`src/rtl/seq_multiplier_param_if.sv`:
```
// seq_multiplier_param_if: start/busy/done handshake and operand/product bus
// for the parametrised sequential multiplier.
interface seq_multiplier_param_if #(
    parameter int WIDTH = 8
);
    logic                   start;
    logic [WIDTH-1:0]       multiplicand;
    logic [WIDTH-1:0]       multiplier;
    logic                   busy;
    logic                   done;
    logic [2*WIDTH-1:0]     product;

    modport master (
        output start, multiplicand, multiplier,
        input  busy, done, product
    );

    modport slave (
        input  start, multiplicand, multiplier,
        output busy, done, product
    );
endinterface

```
`src/rtl/seq_multiplier_param.sv`:
```
// seq_multiplier_param: shift-add multiplier, one multiplier bit per clock.
// Unsigned or two's-complement (SIGNED), operands WIDTH bits, product 2*WIDTH.
// Optional SEQ_MULT_EARLY_DONE_EN: leave RUN as soon as the remaining
// multiplier bits are all zero (data-dependent latency, same products).
module seq_multiplier_param #(
    parameter int WIDTH  = 8,
    parameter int SIGNED = 0
) (
    input  logic                  clk,
    input  logic                  rst,
    seq_multiplier_param_if.slave bus
);
    localparam int              CW       = (WIDTH > 1) ? $clog2(WIDTH) : 1;
    localparam logic [CW-1:0]   CNT_LAST = CW'(WIDTH - 1);

    typedef enum logic [1:0] {
        S_IDLE,
        S_RUN,
        S_DONE
    } state_t;

    state_t               state_q, state_d;
    logic [2*WIDTH-1:0]   a_q, a_d;
    logic [WIDTH-1:0]     b_q, b_d;
    logic [2*WIDTH-1:0]   acc_q, acc_d;
    logic [2*WIDTH-1:0]   product_q, product_d;
    logic [CW-1:0]        cnt_q, cnt_d;
    logic                 sign_q, sign_d;

    logic                 a_neg, b_neg;
    logic [WIDTH-1:0]     a_mag, b_mag;
    logic [2*WIDTH-1:0]   acc_sum;
    logic [2*WIDTH-1:0]   final_val;
    logic [WIDTH-1:0]     b_shift;
    logic                 last_cycle;
    logic                 capture;

    // Operand magnitudes and per-cycle datapath values
    always_comb begin
        a_neg     = (SIGNED != 0) && bus.multiplicand[WIDTH-1];
        b_neg     = (SIGNED != 0) && bus.multiplier[WIDTH-1];
        a_mag     = a_neg ? (WIDTH'(0) - bus.multiplicand) : bus.multiplicand;
        b_mag     = b_neg ? (WIDTH'(0) - bus.multiplier)   : bus.multiplier;
        acc_sum   = acc_q + (b_q[0] ? a_q : '0);
        b_shift   = b_q >> 1;
        final_val = sign_q ? ((2*WIDTH)'(0) - acc_sum) : acc_sum;
`ifdef SEQ_MULT_EARLY_DONE_EN
        last_cycle = (cnt_q == CNT_LAST) || (b_shift == '0);
`else
        last_cycle = (cnt_q == CNT_LAST);
`endif
    end

    // Next-state and next-datapath logic
    always_comb begin
        state_d   = state_q;
        a_d       = a_q;
        b_d       = b_q;
        acc_d     = acc_q;
        product_d = product_q;
        cnt_d     = cnt_q;
        sign_d    = sign_q;
        capture   = 1'b0;

        case (state_q)
            S_IDLE: begin
                if (bus.start) capture = 1'b1;
            end
            S_RUN: begin
                acc_d = acc_sum;
                a_d   = a_q << 1;
                b_d   = b_shift;
                cnt_d = cnt_q + CW'(1);
                if (last_cycle) begin
                    state_d   = S_DONE;
                    product_d = final_val;
                end
            end
            S_DONE: begin
                if (bus.start) capture = 1'b1;
                else           state_d = S_IDLE;
            end
            default: state_d = S_IDLE;
        endcase

        if (capture) begin
            state_d = S_RUN;
            a_d     = {{WIDTH{1'b0}}, a_mag};
            b_d     = b_mag;
            acc_d   = '0;
            cnt_d   = '0;
            sign_d  = a_neg ^ b_neg;
        end
    end

    // FSM state register
    always_ff @(posedge clk) begin
        if (rst) state_q <= S_IDLE;
        else     state_q <= state_d;
    end

    // Datapath registers
    always_ff @(posedge clk) begin
        if (rst) begin
            a_q       <= '0;
            b_q       <= '0;
            acc_q     <= '0;
            product_q <= '0;
            cnt_q     <= '0;
            sign_q    <= 1'b0;
        end else begin
            a_q       <= a_d;
            b_q       <= b_d;
            acc_q     <= acc_d;
            product_q <= product_d;
            cnt_q     <= cnt_d;
            sign_q    <= sign_d;
        end
    end

    assign bus.busy    = (state_q == S_RUN);
    assign bus.done    = (state_q == S_DONE);
    assign bus.product = product_q;

endmodule

```
`src/flat_wrapper.sv`:
```
// flat-port wrapper written by rule: the top's interface ports become plain ports
module seq_multiplier_param_flat 
#(
    parameter int WIDTH  = 8,
    parameter int SIGNED = 0
)
  (clk, rst, bus_start, bus_multiplicand, bus_multiplier, bus_busy, bus_done, bus_product);
  seq_multiplier_param_if #(.WIDTH(WIDTH)) bus_i ();
  input  logic clk;
  input  logic rst;
  input wire logic [$bits(bus_i.start)-1:0] bus_start;
  input wire logic [$bits(bus_i.multiplicand)-1:0] bus_multiplicand;
  input wire logic [$bits(bus_i.multiplier)-1:0] bus_multiplier;
  output wire logic [$bits(bus_i.busy)-1:0] bus_busy;
  output wire logic [$bits(bus_i.done)-1:0] bus_done;
  output wire logic [$bits(bus_i.product)-1:0] bus_product;
  assign bus_i.start = bus_start;
  assign bus_i.multiplicand = bus_multiplicand;
  assign bus_i.multiplier = bus_multiplier;
  assign bus_busy = bus_i.busy;
  assign bus_done = bus_i.done;
  assign bus_product = bus_i.product;
  seq_multiplier_param #(.WIDTH(WIDTH), .SIGNED(SIGNED)) u_core (.clk(clk), .rst(rst), .bus(bus_i));
endmodule
```
`config.mk`:
```
export PLATFORM = sky130hd
export DESIGN_NAME = seq_multiplier_param_flat
export DESIGN_NICKNAME = d
export VERILOG_FILES = /design/src/rtl/seq_multiplier_param_if.sv /design/src/rtl/seq_multiplier_param.sv /design/src/flat_wrapper.sv
export SDC_FILE = /design/constraint.sdc
export NUM_CORES = 1
export LEC_CHECK = 0
export CAP_MARGIN = 20
export CELL_PAD_IN_SITES_DETAIL_PLACEMENT = 0
export CELL_PAD_IN_SITES_GLOBAL_PLACEMENT = 1
export CORE_MARGIN = 2
export CORE_UTILIZATION = 38
export CTS_CLUSTER_SIZE = 12
export DETAILED_ROUTE_END_ITERATION = 12
export PLACE_DENSITY = 0.79
export REMOVE_ABC_BUFFERS = 1
export SYNTH_ARGS = -nofsm -noshare
export SYNTH_HDL_FRONTEND = slang
export SYNTH_SLANG_ARGS = --single-unit
```
`constraint.sdc`:
```
create_clock -name clk -period 3.3 [get_ports clk]
set_input_delay 0.33 -clock clk [delete_from_list [all_inputs] [get_ports clk]]
set_output_delay 0.33 -clock clk [all_outputs]
set_load 0.1 [all_outputs]
```
==> impl_results.md <==
* Run status: finished, final reports clean
* Worst-skew pair later-pin latency at 0.34 ns
* Slew Limit Fails at 0
* Routed WL at 7310 um
* Delay-heaviest family, CP: compound AO/OA/AOI/OAI gates
* PnR worst setup slack at 0.563 ns
* Synth Flop Type: dfxtp_1
* CP endpoint kind: register
* Maximum clock frequency at 0.365 GHz
* Gr usage total at 0.176
* Dpl ws at 0.611 ns
* Bufs on Longest Clock Path at 2
* Hold WC Path Type: register to register
* Grt ovf at 0
* HP Start: u_core.bus.product[6]
* Ys async rst share at 0
* DR iter-0 viols at 119
* Die area at 0.00893 mm^2
* Ports at 37
* Buffers and inverters on the worst path at 0
* Residual DRC count at 0
* Fillers at 836
* PD cells at 448 mW/mm^2
* YS warnings at 0
* CTS H-tree lvls at 3
* Post-synthesis cell type count at 48
* Share of post-route cells with drive strength above 1 at 0.0764
* Initial Util at 0.385
* Row count at 33
* Clock sink count at 61
* Critical path peak fanout at 17
* Synthesized area at 0.00311 mm^2
* Setup CP Type: register to register
* Leakage at 1.44 nW
* DR WL/cell at 13.9 um
* First-pass iteration count of the detailed router at 5
* EDFF count, synth at 0
* Average vias per placed instance at 5.31
* Area of the multi-input gates at 0.00176 mm^2
* DP Wirelength at 5030 um
* Reg2Reg Setup Slack at 0.56 ns
* Vias in the first global route at 2,531
* Final worst path period need at 2.74 ns
* Worst reg2reg endpoint: u_core.bus.product[12]
* N_diodes at 0
* Clock Root Buffer: clkbuf_8
* CTS tree: built
* R2R depth at 9
* Fin crit share at 0.829
* Hold Path Cell Cnt at 2
* Mapped Cells at 386
* CTS-repair resized insts at 0
* Vias at 2,783
* CTS Buf Count at 9
* Avg Inst Size Synth at 8.06 um^2
* RSZ-0062 raised after global routing: no
* Yosys top cell by area: dfxtp_1
* Maximum vdd drop at 192 uV
* Final Hold Viols at 0
* First-pass GRT wire length at 12,400 um
* Most frequent cell after synthesis: nand2_1
* WP data arrival at 2.92 ns
* Port bufs at 36
* Register Area at 0.00122 mm^2
* Die Y at 94.5 um
* Worst slew pin tran at 0.978 ns
* Core area at 0.00809 mm^2
* Synthesized flop and latch total at 61
* Initial antenna violation count at 0
* Worst path cell trace: and2_1, ha_1, fa_1, a21oi_2, o2111ai_2, a311oi_2, nor2b_1, mux2i_1, a31oi_1
* Reg clk slew, reported paths at 0.07 ns
* Postcts setup bufs at 0
* Clk_skew at 0.00969 ns
* Critical path launch point type: register
* Area contributors post-synth: dfxtp_1 (39%), nand2_1 (7.5%), ha_1 (6.8%)
* Critical Path RT at 3.48 ns
* P&R area growth vs syn at 21.0%
* GP Congestion at 0.865
* Final layout net count at 451
* Largest net degree at the start of global routing at 43
* Worst r2r src: u_core.b_q[0]
* Post-synthesis sequential area ratio at 0.392
* Max Cap Viol at 0
* Share of Yosys cell area claimed by the top area cell type at 0.392
* Synth cell count leaders: nand2_1 (62), dfxtp_1 (61), a21oi_1 (38)
* CP Launch Point: u_core.b_q[0]
* Setup Viol. Count Final at 0
* Total Neg Setup Slack at 0 ns
* Worst slew margin at 0.346
* Crit path max-delay cell type: dfxtp_1
* Die Wd at 94.5 um
* Post-route ant nets at 0
* Hold Crit Endpoint: u_core.bus.product[6]
* Crit path largest cell delay at 0.45 ns
* CTS Hold Bufs at 0
* Final Core Density at 0.465
## through the flow
step	total power, W	std cells	cell area [um^2]	hold WS (ns)
final	0.00169	524	3770	0.454
after global placement	0.000972	508	3550	0.442
after floorplan	0.000899	362	3010	0.399
after detailed placement	0.000975	508	3550	0.447
after CTS	0.00170	524	3770	0.456
after global routing	0.00176	524	3770	0.481
## cells in the final DEF (no fill, tap or decap), drive strengths merged, types with 8 or more instances in the layout
cell / synthesis / final
nand2: 62 / 62
dfxtp: 61 / 61
a21oi: 39 / 39
clkdlybuf4s50: 0 / 35
nor2: 30 / 30
and2: 19 / 19
ha: 17 / 17
o21ai: 17 / 17
nor3: 16 / 16
o22ai: 13 / 13
nand3: 11 / 11
clkbuf: 17 / 10
xnor2: 8 / 8
inv: 8 / 8
## per-layer routing
layer / part of all wire / GRT usage
met3: 0.042 / 0.0303
met1: 0.49 / 0.239
met2: 0.45 / 0.280
met4: 0.015 / 0.0688
met5: 0 / 0
## registers in the layout (all words and copies together) (netlist names)
name	cells
u_core.cnt_q	3
u_core.state_q	2
u_core.acc_q	16
u_core.bus.product	16
u_core.a_q	16
u_core.b_q	8
## how the worst max path moves through the flow
stage,to,slack (ns),depth (start not counted)
floorplan,u_core.bus.product[13],0.37,5
global placement,u_core.bus.product[14],0.66,9
detailed placement,u_core.bus.product[14],0.61,9
CTS,u_core.bus.product[12],0.59,9
global route,u_core.bus.product[14],0.30,9
finish,u_core.bus.product[12],0.56,9
## cells by family after synthesis
family	synth area share
buffers and inverters	0.0418
XOR/XNOR	0.0338
AO/OA/AOI/OAI	0.207
flip-flops	0.392
AND/OR/NAND/NOR	0.234
adder cells (fa/ha/maj)	0.0748
multiplexers	0.0161
## worst register-to-register path, stage by stage (launching register included)
cell	delay (ns)
dfxtp_1	0.45
and2_1	0.21
ha_1	0.20
fa_1	0.42
a21oi_2	0.22
o2111ai_2	0.20
a311oi_2	0.44
nor2b_1	0.11
mux2i_1	0.22
a31oi_1	0.11
## where the power goes
part	total, W	leakage, nW	internal [W]	switching, W
logic	0.000176	0.833	0.0000694	0.000106
registers	0.000782	0.496	0.000762	0.0000206
clock network	0.000730	0.110	0.000425	0.000304
## cell type report
type	instances	area share
Timing Repair Buffer	41	0.108
Multi-Input combinational cell	293	0.467
Inverter	8	0.00797
Tap cell	105	0.0349
Clock buffer	10	0.0339
Clock inverter	6	0.0233
Sequential cell	61	0.324
No activity file was read; power rests on OpenSTA's default activity.
